File: config.mk
export PLATFORM = sky130hd
export DESIGN_NAME = adrv9001_tdd_seq
export DESIGN_NICKNAME = d
export VERILOG_FILES = /design/src/rtl/adrv9001_tdd_seq.sv
export SDC_FILE = /design/constraint.sdc
export NUM_CORES = 1
export LEC_CHECK = 0
export BUFFER_PORTS_ARGS = -buffer_cell sky130_fd_sc_hd__buf_2
export CORE_MARGIN = 10
export CORE_UTILIZATION = 61
export CTS_CLUSTER_DIAMETER = 40
export DETAILED_ROUTE_END_ITERATION = 12
export GPL_ROUTABILITY_DRIVEN = 1
export MAX_ROUTING_LAYER = met4
export PLACE_DENSITY = 0.82
export SETUP_SLACK_MARGIN = 0.4
export SLEW_MARGIN = 40
export SYNTH_ARGS = -nofsm -noshare
export SYNTH_HDL_FRONTEND = slang
export SYNTH_SLANG_ARGS = --single-unit
File: constraint.sdc
create_clock -name s_axi_aclk -period 5.27 [get_ports s_axi_aclk]
set_clock_uncertainty 0.05 [all_clocks]
set_input_delay 0 -clock s_axi_aclk [delete_from_list [all_inputs] [get_ports s_axi_aclk]]
set_output_delay 0 -clock s_axi_aclk [all_outputs]
set_load 0.05 [all_outputs]
File: src/rtl/adrv9001_tdd_seq.sv
// TDD enable sequencer for one ADRV9001 RX/TX channel pair: a programmable frame
// counter decoded into RX/TX pin enables and delayed SSI datapath enables.
module adrv9001_tdd_seq #(
  parameter int unsigned CNT_WIDTH = 24,
  parameter int unsigned FRM_WIDTH = 16
) (
  input  logic                 s_axi_aclk,
  input  logic                 s_axi_aresetn,
  input  logic                 start,
  input  logic                 stop,
  input  logic                 abort,
  input  logic [CNT_WIDTH-1:0] frame_len,
  input  logic [FRM_WIDTH-1:0] num_frames,
  input  logic [CNT_WIDTH-1:0] rx_on,
  input  logic [CNT_WIDTH-1:0] rx_off,
  input  logic [CNT_WIDTH-1:0] tx_on,
  input  logic [CNT_WIDTH-1:0] tx_off,
  input  logic [7:0]           ssi_dly,
  output logic                 rx_en,
  output logic                 tx_en,
  output logic                 rx_ssi_en,
  output logic                 tx_ssi_en,
  output logic                 busy,
  output logic                 done,
  output logic                 cfg_err,
  output logic [FRM_WIDTH-1:0] frame_cnt
);

  localparam int unsigned XW = CNT_WIDTH + 1;
  localparam int unsigned DW = 8;

  typedef enum logic [1:0] {
    S_IDLE  = 2'd0,
    S_RUN   = 2'd1,
    S_DRAIN = 2'd2
  } state_e;

  state_e                 state_q, state_d;
  logic [CNT_WIDTH-1:0]   cnt_q, cnt_d;
  logic [DW-1:0]          dcnt_q, dcnt_d;
  logic [FRM_WIDTH-1:0]   frame_cnt_q, frame_cnt_d;
  logic                   stop_pend_q, stop_pend_d;
  logic [CNT_WIDTH-1:0]   frame_len_q, frame_len_d;
  logic [FRM_WIDTH-1:0]   num_frames_q, num_frames_d;
  logic [CNT_WIDTH-1:0]   rx_on_q, rx_on_d, rx_off_q, rx_off_d;
  logic [CNT_WIDTH-1:0]   tx_on_q, tx_on_d, tx_off_q, tx_off_d;
  logic [DW-1:0]          ssi_dly_q, ssi_dly_d;
  logic                   rx_en_q, rx_en_d, tx_en_q, tx_en_d;
  logic                   rx_ssi_en_q, rx_ssi_en_d, tx_ssi_en_q, tx_ssi_en_d;
  logic                   busy_q, busy_d, done_q, done_d, cfg_err_q, cfg_err_d;

  logic                   wrap_c, last_frame_c, drain_done_c, load_c, run_dec_c;
  logic [FRM_WIDTH-1:0]   frame_inc_c;
  logic [XW-1:0]          flen_p1_c;
  logic                   overlap_c, cfg_bad_c;
  logic                   rx_win_c, rx_ssi_win_c, tx_win_c, tx_ssi_win_c;

  assign wrap_c       = (state_q == S_RUN) && (cnt_q == frame_len_q);
  assign frame_inc_c  = frame_cnt_q + FRM_WIDTH'(1);
  assign last_frame_c = (num_frames_q != '0) && (frame_inc_c == num_frames_q);
  assign drain_done_c = (dcnt_q == ssi_dly_q);

  // Config sanity is judged on the live inputs, i.e. the values about to be latched.
  assign flen_p1_c = {1'b0, frame_len} + XW'(1);
  assign overlap_c = (rx_on < rx_off) && (tx_on < tx_off) && (rx_on < tx_off) && (tx_on < rx_off);
  assign cfg_bad_c = ({1'b0, rx_off} > flen_p1_c) || ({1'b0, tx_off} > flen_p1_c) ||
                     overlap_c || (frame_len == '0);

  // SSI start uses a widened add so on+ssi_dly cannot wrap into the window.
  assign rx_win_c     = (cnt_q >= rx_on_q) && (cnt_q < rx_off_q);
  assign tx_win_c     = (cnt_q >= tx_on_q) && (cnt_q < tx_off_q);
  assign rx_ssi_win_c = ({1'b0, cnt_q} >= ({1'b0, rx_on_q} + XW'(ssi_dly_q))) && (cnt_q < rx_off_q);
  assign tx_ssi_win_c = ({1'b0, cnt_q} >= ({1'b0, tx_on_q} + XW'(ssi_dly_q))) && (cnt_q < tx_off_q);

  assign load_c    = ((state_q == S_IDLE) && start) || (wrap_c && !abort);
  assign run_dec_c = (state_q == S_RUN) && !abort;

  always_ff @(posedge s_axi_aclk or negedge s_axi_aresetn) begin
    if (!s_axi_aresetn) state_q <= S_IDLE;
    else                state_q <= state_d;
  end

  always_comb begin
    state_d = state_q;
    case (state_q)
      S_IDLE:  if (start) state_d = S_RUN;
      S_RUN: begin
        if (abort)                                           state_d = S_IDLE;
        else if (wrap_c && (stop_pend_q || stop || last_frame_c)) state_d = S_DRAIN;
      end
      S_DRAIN: if (abort || drain_done_c) state_d = S_IDLE;
      default: state_d = S_IDLE;
    endcase
  end

  always_comb begin
    cnt_d        = cnt_q;
    dcnt_d       = dcnt_q;
    frame_cnt_d  = frame_cnt_q;
    stop_pend_d  = stop_pend_q;
    frame_len_d  = frame_len_q;
    num_frames_d = num_frames_q;
    rx_on_d      = rx_on_q;
    rx_off_d     = rx_off_q;
    tx_on_d      = tx_on_q;
    tx_off_d     = tx_off_q;
    ssi_dly_d    = ssi_dly_q;
    cfg_err_d    = cfg_err_q;
    done_d       = 1'b0;
    busy_d       = (state_d != S_IDLE);
    // TX owns the antenna during any overlap.
    tx_en_d      = run_dec_c && tx_win_c;
    tx_ssi_en_d  = run_dec_c && tx_ssi_win_c;
    rx_en_d      = run_dec_c && rx_win_c && !tx_win_c;
    rx_ssi_en_d  = run_dec_c && rx_ssi_win_c && !tx_win_c;

    if (load_c) begin
      frame_len_d  = frame_len;
      num_frames_d = num_frames;
      rx_on_d      = rx_on;
      rx_off_d     = rx_off;
      tx_on_d      = tx_on;
      tx_off_d     = tx_off;
      ssi_dly_d    = ssi_dly;
    end

    case (state_q)
      S_IDLE: begin
        if (start) begin
          cnt_d       = '0;
          frame_cnt_d = '0;
          stop_pend_d = 1'b0;
          cfg_err_d   = cfg_bad_c;
        end
      end
      S_RUN: begin
        if (abort) begin
          done_d      = 1'b1;
          stop_pend_d = 1'b0;
        end else begin
          if (stop) stop_pend_d = 1'b1;
          if (wrap_c) begin
            cnt_d       = '0;
            frame_cnt_d = frame_inc_c;
            cfg_err_d   = cfg_err_q || cfg_bad_c;
          end else begin
            cnt_d = cnt_q + CNT_WIDTH'(1);
          end
          if (state_d == S_DRAIN) begin
            dcnt_d      = '0;
            stop_pend_d = 1'b0;
          end
        end
      end
      S_DRAIN: begin
        if (abort || drain_done_c) done_d = 1'b1;
        else                       dcnt_d = dcnt_q + DW'(1);
      end
      default: ;
    endcase
  end

  always_ff @(posedge s_axi_aclk or negedge s_axi_aresetn) begin
    if (!s_axi_aresetn) begin
      cnt_q        <= '0;
      dcnt_q       <= '0;
      frame_cnt_q  <= '0;
      stop_pend_q  <= 1'b0;
      frame_len_q  <= '0;
      num_frames_q <= '0;
      rx_on_q      <= '0;
      rx_off_q     <= '0;
      tx_on_q      <= '0;
      tx_off_q     <= '0;
      ssi_dly_q    <= '0;
      rx_en_q      <= 1'b0;
      tx_en_q      <= 1'b0;
      rx_ssi_en_q  <= 1'b0;
      tx_ssi_en_q  <= 1'b0;
      busy_q       <= 1'b0;
      done_q       <= 1'b0;
      cfg_err_q    <= 1'b0;
    end else begin
      cnt_q        <= cnt_d;
      dcnt_q       <= dcnt_d;
      frame_cnt_q  <= frame_cnt_d;
      stop_pend_q  <= stop_pend_d;
      frame_len_q  <= frame_len_d;
      num_frames_q <= num_frames_d;
      rx_on_q      <= rx_on_d;
      rx_off_q     <= rx_off_d;
      tx_on_q      <= tx_on_d;
      tx_off_q     <= tx_off_d;
      ssi_dly_q    <= ssi_dly_d;
      rx_en_q      <= rx_en_d;
      tx_en_q      <= tx_en_d;
      rx_ssi_en_q  <= rx_ssi_en_d;
      tx_ssi_en_q  <= tx_ssi_en_d;
      busy_q       <= busy_d;
      done_q       <= done_d;
      cfg_err_q    <= cfg_err_d;
    end
  end

  assign rx_en     = rx_en_q;
  assign tx_en     = tx_en_q;
  assign rx_ssi_en = rx_ssi_en_q;
  assign tx_ssi_en = tx_ssi_en_q;
  assign busy      = busy_q;
  assign done      = done_q;
  assign cfg_err   = cfg_err_q;
  assign frame_cnt = frame_cnt_q;

endmodule

== Yosys cells after proc, flatten, opt, wreduce, memory -nomap -nowiden ==
Index checks and enable logic that the tools add are counted.
Storage, ports and cells
  bits in writable memories: 0
  memories: 0
  output and inout port bits: 23
  logic and storage cells: 117
  bits in registers: 202
  bits in latches: 0
  memory bits (read-only): 0
Cells by class
  bitwise logic cells: 0
  $add $sub $neg: 6
  equal/unequal tests: 12
  reductions and logical operators: 39
  multiply operators: 0
  mux-type cells: 29
  magnitude comparators: 12
  shifts and indexed selects: 0
  divide/modulo/power cells: 0
Operators by type and width (count)
  24-bit < comparator: 6
  24-bit two-way mux: 3
  24-bit by 8-bit adder with 25-bit output: 2
  24-bit by 25-bit greater-or-equal comparator with 1-bit output: 2
  24-bit by 25-bit > comparator with 1-bit output: 2
  24-bit greater-or-equal comparator: 2
  16-bit two-way mux: 3
  24-bit case mux with 2 select lines: 1
  16-bit case mux with 2 select lines: 1
  24-bit by 1-bit adder with 25-bit output (second input constant): 1
  24-bit by 1-bit adder with 24-bit output (second input constant): 1
  24-bit equality test: 1
  24-bit zero test: 1
  8-bit two-way mux: 3
  1-bit logical AND: 19
  16-bit by 1-bit adder with 16-bit output (second input constant): 1
  16-bit equality test: 1
  8-bit case mux with 2 select lines: 1
  16-bit nonzero test: 1
  1-bit two-way mux: 9
  8-bit by 1-bit adder with 8-bit output (second input constant): 1
  8-bit equality test: 1
  1-bit logical OR: 8
  2-bit two-way mux: 4
  12 further kinds: 23

== Longest topological paths before layout ==
Gate-level depths: netlist of the first run.
  depth in word-level cells: 12
  mapped depth: 22
  depth with buffers taken out: 22

== Least setup slack after synthesis of the first run ==
Ideal clock, no wire load.
  kind: register to register
  start point: register ssi_dly_q[0]
  end point: register rx_ssi_en_q (netlist: rx_ssi_en)
  clock period less this slack: 3.699 ns
  arrival: 3.520 ns
  slack: 1.571 ns
  stages on the path, launching flop included: 23
  cell sequence: dfrtp_1 -> ha_1 -> inv_1 -> fa_1 -> nor2b_1 -> o21ai_0 -> a21boi_0 -> o21ai_0 -> a21oi_1 -> o21a_1 -> nor2_1 -> nor2_1 -> xnor2_1 -> ha_1 -> a21o_1 -> a21o_1 -> a21o_1 -> a21oi_1 -> o21ai_0 -> a31oi_1 -> o211ai_1 -> a21oi_1 -> nor3_1
On the way
  longest elaborated chain between the ends: 5
RTL lines
  start, declared: RTL line 47  | logic [DW-1:0] ssi_dly_q, ssi_dly_d;
  start signal, assigned: RTL line 194  | ssi_dly_q <= ssi_dly_d;
  24-bit by 8-bit adder with 25-bit output: RTL line 72  | assign rx_ssi_win_c = ({1'b0, cnt_q} >= ({1'b0, rx_on_q} + XW'(ssi_dly_q))) && (cnt_q < rx_off_q);
  24-bit by 25-bit greater-or-equal comparator with 1-bit output: RTL line 72
  1-bit logical AND: RTL line 72
  1-bit logical AND (2 in a row): RTL line 115  | rx_ssi_en_d = run_dec_c && rx_ssi_win_c && !tx_win_c;
  via rx_ssi_en_d: RTL line 49  | logic rx_ssi_en_q, rx_ssi_en_d, tx_ssi_en_q, tx_ssi_en_d;
  end signal, assigned: RTL line 197  | rx_ssi_en_q <= rx_ssi_en_d;
  end, declared: RTL line 49
The timed path passes the listed nets, and every way through them passes these cells.
A chain may end at the register's enable or synchronous reset.

== Worst setup path in the final report of the first run ==
Same ends and word-level chain as after synthesis.

==> impl_metrics.ini, run 1 <==
[finish]
syn_to_final_growth_pct = 23.51
drive_gt1_frac = 0.1556
fillers = 1894
post-route-util = 0.7634
fin_area_sq_mm = 0.02115
layout.nets = 2653
register_area_sq_mm = 0.005055
multi_input_area_sq_mm = 0.01124
instances_no_fill = 2602

[yosys]
async_flop_share = 1.000
synth_compound_area_frac = 0.1487
ys_seq_area_frac = 0.2952
synth-xor-area-share = 0.06904
synth_fa_ha_area_frac = 0.2266
yosys-top-cells-count = 307 x ha_1, 202 x dfrtp_1, 181 x inv_1
ys_seq_elements = 202
netlist_top_cells_area = dfrtp_1 30%, ha_1 22%, mux2_2 6.2%, xnor2_1 5.2%, o21ai_0 4.2%
ys_types = 59
yosys_warnings = 0
ys.flop_type = dfrtp_1
synth_area_sq_mm = 0.01713
synth_simple_gate_area_frac = 0.1475
synth_top_family_by_area = adder cells
syn_area_per_cell_sq_um = 9.163
synth_top_area_frac = 0.2952
synth.largest_area_cell = dfrtp_1
synth_mux_area_frac = 0.06298
synth-edff-count = 0
synth_most_common_cell = ha_1
synth_cells = 1869
synth_nets = 2327

[detailed_routing]
post-route-drc-count = 0
routed_via_density = 6.194
postRouteAntennaNets = 0
vias = 16116
drt_iter0_markers = 1422
wire_per_inst_um = 21.58
dr.pass1.iters = 6
drt_wl_total_um = 56160

[floorplan]
initial_utilization = 0.6181
dieArea_sq_mm = 0.03518
coreArea_sq_mm = 0.02771
die_h_um = 187.6
num_io_pins = 172
num_rows = 61
die_x_um = 187.6

[placement]
placed_area_sq_mm = 0.01838
dp_hpwl_um = 40600
post-place-cells = 2383
gp_congestion = 0.9839
portBuffers = 171

[sta]
post-route-min-period_ns = 4.398
max_slew_margin = 0.4669
finalSetupViolations = 0
holdWs_ns = 0.03114
finalHoldViolations = 0
fin_crit_sh = 0.8345
grt_setup_unrepaired = no
finalSetupTns_ns = 0
max_freq_mhz = 227.4
worst_slew_pin_slew_ns = 0.7795
slew_violations = 0

[job]
drv_cap = 0

[clocking]
clockRootBuffer = clkbuf_16
cts_max_level = 2
cts_resized = 0
cts_tree = built
clkLatencyLatePin_ns = 0.53
clk_path_buf_depth = 3
clk_pin_slew_ns = 0.05
clock-sinks = 202
cts_setup_buffers = 0
numCtsBuffers = 38

[setup_path]
max_stage_delay_ns = 0.50
worst-path-buf-inv = 1
cp_max_fo = 9
cp.required_ns = 5.60
worstSetupPathType = register to register
arrival_ns = 4.73
cpLargestDelayFamily = compound AO/OA/AOI/OAI gates
cp-start-kind = register
critPathCaptureType = register
slowest_stage = nor2_1
cp_cell_sequence = ha_1 -> inv_1 -> fa_1 -> nor2b_1 -> o21ai_0 -> a21boi_0 -> o21ai_0 -> a21oi_1 -> o21a_1 -> nor2_1 -> nor2_1 -> xnor2_1 -> ha_1 -> a21o_1 -> a21o_1 -> a21o_1 -> a21oi_1 -> o21ai_0 -> a31oi_1 -> o211ai_1 -> a21oi_1 -> nor3_1

[min_path]
hp-class = input port to register

[grt]
grt_start_max_net_pins = 117
overflow = 0
track_usage = 0.3220
grt_pass1_vias = 16918
grt_antenna_before_repair = 2
grt_pass1_wl_um = 89700

[power]
powerDensity_mw_per_mm2 = 443.0
p_leak_nw = 10.46
ir_drop_mv = 0.2720

[outcome]
status = finished, final reports clean
routing by layer:
| layer | vias up | track usage | part of all wire |
|---|---|---|---|
| met3 | 218 | 0.05640 | 0.079 |
| li1 | 7419 | - | - |
| met1 | 7699 | 0.3863 | 0.40 |
| met4 | 0 | 0.1655 | 0.055 |
| met5 | - | - | 0 |
| met2 | 780 | 0.5123 | 0.46 |
stage by stage:
step	power (mW)	setup WS, ns
2_1_floorplan	5.456	1.571
3_3_place_gp	6.456	1.095
3_5_place_dp	6.676	0.9699
4_1_cts	9.230	0.9281
5_1_grt	9.982	0.4649
6_report	9.370	0.8721
area by class of cell:
class	instances	share of cell area
diodes	1	0.0001183
clock buffers	49	0.04928
multi-input cells	1444	0.5313
repair buffers	328	0.1155
flip-flops and latches	202	0.2390
well taps	378	0.02236
clock inverters	19	0.01035
inverters	181	0.03212
placed cells by master (no fill, tap or decap), drive strengths merged, types with 15 or more instances in the layout:
cell / instances
o21a: 15
buf: 177
xor2: 34
dlygate4sd3: 150
ha: 307
and3: 23
nor3: 30
nor2b: 23
nor4: 38
nand4: 61
and4: 15
nand2: 129
a21oi: 93
o21ai: 147
a21o: 79
nand3: 52
mux2: 94
nand2b: 18
xnor2: 101
inv: 185
clkbuf: 50
nor2: 75
dfrtp: 202
where the power goes:
group,internal (mW),switching [mW],leakage (nW),total (mW)
logic,1.86,2.30,7.34,4.17
clock network,1.55,0.868,0.611,2.42
registers,2.14,0.644,2.51,2.78
cells by family (layout without fill, tap and decap cells):
group / count (synthesis) / count (layout)
xor gates and xnor gates: 135 / 135
buffers and inverters: 223 / 577
AOI/OAI and AO/OA: 414 / 414
DFF: 202 / 202
adders and majority gates: 309 / 309
muxes: 96 / 96
other: 0 / 1
and+or+nand+nor: 490 / 490
worst min-delay path, stage by stage:
cell,delay (ns)
buf_2,0.13
nand2b_1,0.23
nand4_1,0.13
o21ai_0,0.07
flip-flops by register name, summed over array words and instances, names as in the netlist:
register      cells
stop_pend_q       1
rx_on_q          24
busy              1
done              1
num_frames_q     16
tx_off_q         24
state_q           2
tx_ssi_en         1
cnt_q            24
tx_en             1
ssi_dly_q         8
rx_ssi_en         1
frame_len_q      24
rx_en             1
tx_on_q          24
cfg_err           1
dcnt_q            8
rx_off_q         24
frame_cnt        16
final timing paths:
check	from	endpoint	slack [ns]	cells after the start
setup reg to reg	ssi_dly_q[0]	rx_ssi_en	0.87	22
setup / recovery	ssi_dly_q[0]	rx_ssi_en	0.87	22
hold reg to reg	tx_off_q[10]	tx_off_q[10]	0.43	2
min in group asynchronous	s_axi_aresetn	num_frames_q[2]	0.52	3
max in group asynchronous	s_axi_aresetn	rx_off_q[4]	3.56	4
hold / removal	start	cnt_q[18]	0.03	4
timing repair:
| action | in CTS | in global routing |
|---|---|---|
| hold endpoints to repair | 214 | 0 |
| hold buffers | 150 | 0 |
| endpoints found under the setup margin | 0 | 0 |
Power figures use the tool's default switching activity.
==> run 2: changes to the inputs <==
clock period = 4.4 ns   (was 5.27 ns; I/O delays follow)
==> run 2 against run 1 <==
Flip-flop and latch count stayed put. Global-route usage is 0.16 points higher. Clock-buffer cell count is 7 lower. Setup slack worse by 0.41 ns. Register-to-register slack worse by 0.41 ns. Sequential share of layout area is 0.19 points lower. Largest power group unchanged.
==> impl_metrics.ini, run 2 (synthesis gave the netlist of run 1 again) <==
[floorplan]
num_io_pins = 172
die_h_um = 187.6
num_rows = 61
coreArea_sq_mm = 0.02771
initial_utilization = 0.6181
dieArea_sq_mm = 0.03518
die_x_um = 187.6

[placement]
post-place-cells = 2392
pre_cts_slack_ns = 0.1242
dp_hpwl_um = 40640
gp_congestion = 0.9792
portBuffers = 171

[setup_path]
cp_max_fo = 3
rrSetupSlack_ns = 0.46
critPathCaptureType = register
r2r_start = tx_on_q[0]
rr_worst_depth = 21
arrival_ns = 4.27
r2r-end = tx_ssi_en
cp.required_ns = 4.73
worstSetupPathType = register to register
cp-start-kind = register

[detailed_routing]
drt_iter0_markers = 1467
post-route-drc-count = 0
postRouteAntennaNets = 0
vias = 16352
wire_per_inst_um = 22.22
dr.pass1.iters = 6
drt_wl_total_um = 58160
routed_via_density = 6.248

[clocking]
cts_max_level = 2
clockRootBuffer = clkbuf_16
clk_pin_slew_ns = 0.05
cts_tree = built
clk_path_buf_depth = 3
numCtsBuffers = 36
clkLatencyLatePin_ns = 0.52
clock-sinks = 202

[sta]
setup_slack_ns = 0.4582
max_slew_margin = 0.3801
worst_slew_pin_slew_ns = 0.9299
slew_violations = 0
fin_crit_sh = 0.8959
finalHoldViolations = 0
finalSetupTns_ns = 0
max_freq_mhz = 253.7
grt_setup_unrepaired = yes
finalSetupViolations = 0
post-route-min-period_ns = 3.942

[finish]
fillers = 1797
layout_commonest_cell = ha_1
layout.nets = 2671
final_cell_mix = 304 x ha_1, 200 x dfrtp_1, 181 x inv_1
drive_gt1_frac = 0.1757
instances_no_fill = 2617
syn_to_final_growth_pct = 24.54

[grt]
grt_start_max_net_pins = 163
grt_antenna_before_repair = 1
grt_pass1_wl_um = 89680
grt_pass1_vias = 16677
overflow = 0
track_usage = 0.3235

[power]
post-layout-total-power_mw = 11.49
powerDensity_mw_per_mm2 = 538.6
p_leak_nw = 10.51
ir_drop_mv = 0.3085

[outcome]
status = finished, final reports clean

[min_path]
hp-class = input port to async pin

[job]
drv_cap = 0
run 2: through the flow:
step           utilization  hold slack (ns)  area [sq um]
6_report            0.7698          0.03033         21330
2_1_floorplan            -          -0.3456         17130
3_5_place_dp        0.6662        -0.006149         18460
4_1_cts             0.7627          0.07751         21130
5_1_grt             0.7697           0.1016         21330
3_3_place_gp        0.6658           0.1489         18450
run 2: worst max-delay path, stage by stage, from the launching register on:
cell and delay [ns]:
dfrtp_1 0.44, ha_4 0.23, fa_2 0.45, a21oi_2 0.16, nor2_1 0.06, nor2_2 0.15, o21bai_1 0.10, a21oi_2 0.19
o211ai_1 0.22, nand2_2 0.11, buf_4 0.12, nor3_1 0.05, xnor2_1 0.14, ha_1 0.31, a21o_1 0.18, a21o_1 0.18
a21oi_2 0.13, nor2b_1 0.05, o21ai_1 0.11, o31ai_1 0.08, nor3_1 0.19, a211oi_1 0.09
run 2: final cells by class:
cell class	instances	area, sq um	area share
antenna	2	5.005	0.0002347
clock buffer	42	974.7	0.04570
clock inverter	20	185.2	0.008682
inverter	181	679.4	0.03185
multi-input combinational	1444	11350	0.5322
sequential	202	5057	0.2371
tap	378	473.0	0.02218
timing repair buffer	348	2603	0.1220
run 2: per-layer routing:
metal / track usage / vias to the layer above / wire [um]
met2: 0.5123 / 916 / 27110
met5: - / - / 0
met4: 0.1643 / 0 / 3321
met3: 0.05566 / 260 / 4821
met1: 0.3917 / 7733 / 22900
li1: - / 7443 / -
run 2: worst max-delay path by stage:
stage / startpoint / depth (start not counted) / end / slack, ns
global route: ssi_dly_q[1] / 17 / rx_ssi_en / 0.19
finish: tx_on_q[0] / 21 / tx_ssi_en / 0.46
floorplan: ssi_dly_q[0] / 22 / rx_ssi_en / 0.70
global placement: ssi_dly_q[0] / 22 / rx_ssi_en / 0.19
CTS: tx_on_q[0] / 20 / tx_ssi_en / 0.40
detailed placement: ssi_dly_q[0] / 22 / rx_ssi_en / 0.12
run 2: timing repair:
| action | CTS | global route |
|---|---|---|
| setup buffers | 1 | 11 |
| hold buffers | 149 | 0 |
| pin swaps | 1 | 23 |
| gates resized for setup | 6 | 29 |
| setup endpoints to repair | 2 | 2 |
| gates cloned | 0 | 0 |
| endpoints found under the hold margin | 269 | 0 |
run 2: power breakdown:
| part | total (mW) | internal, mW | switching (mW) |
|---|---|---|---|
| Sequential | 3.35 | 2.56 | 0.785 |
| Clock | 2.70 | 1.71 | 0.995 |
| Combinational | 5.44 | 2.46 | 2.98 |
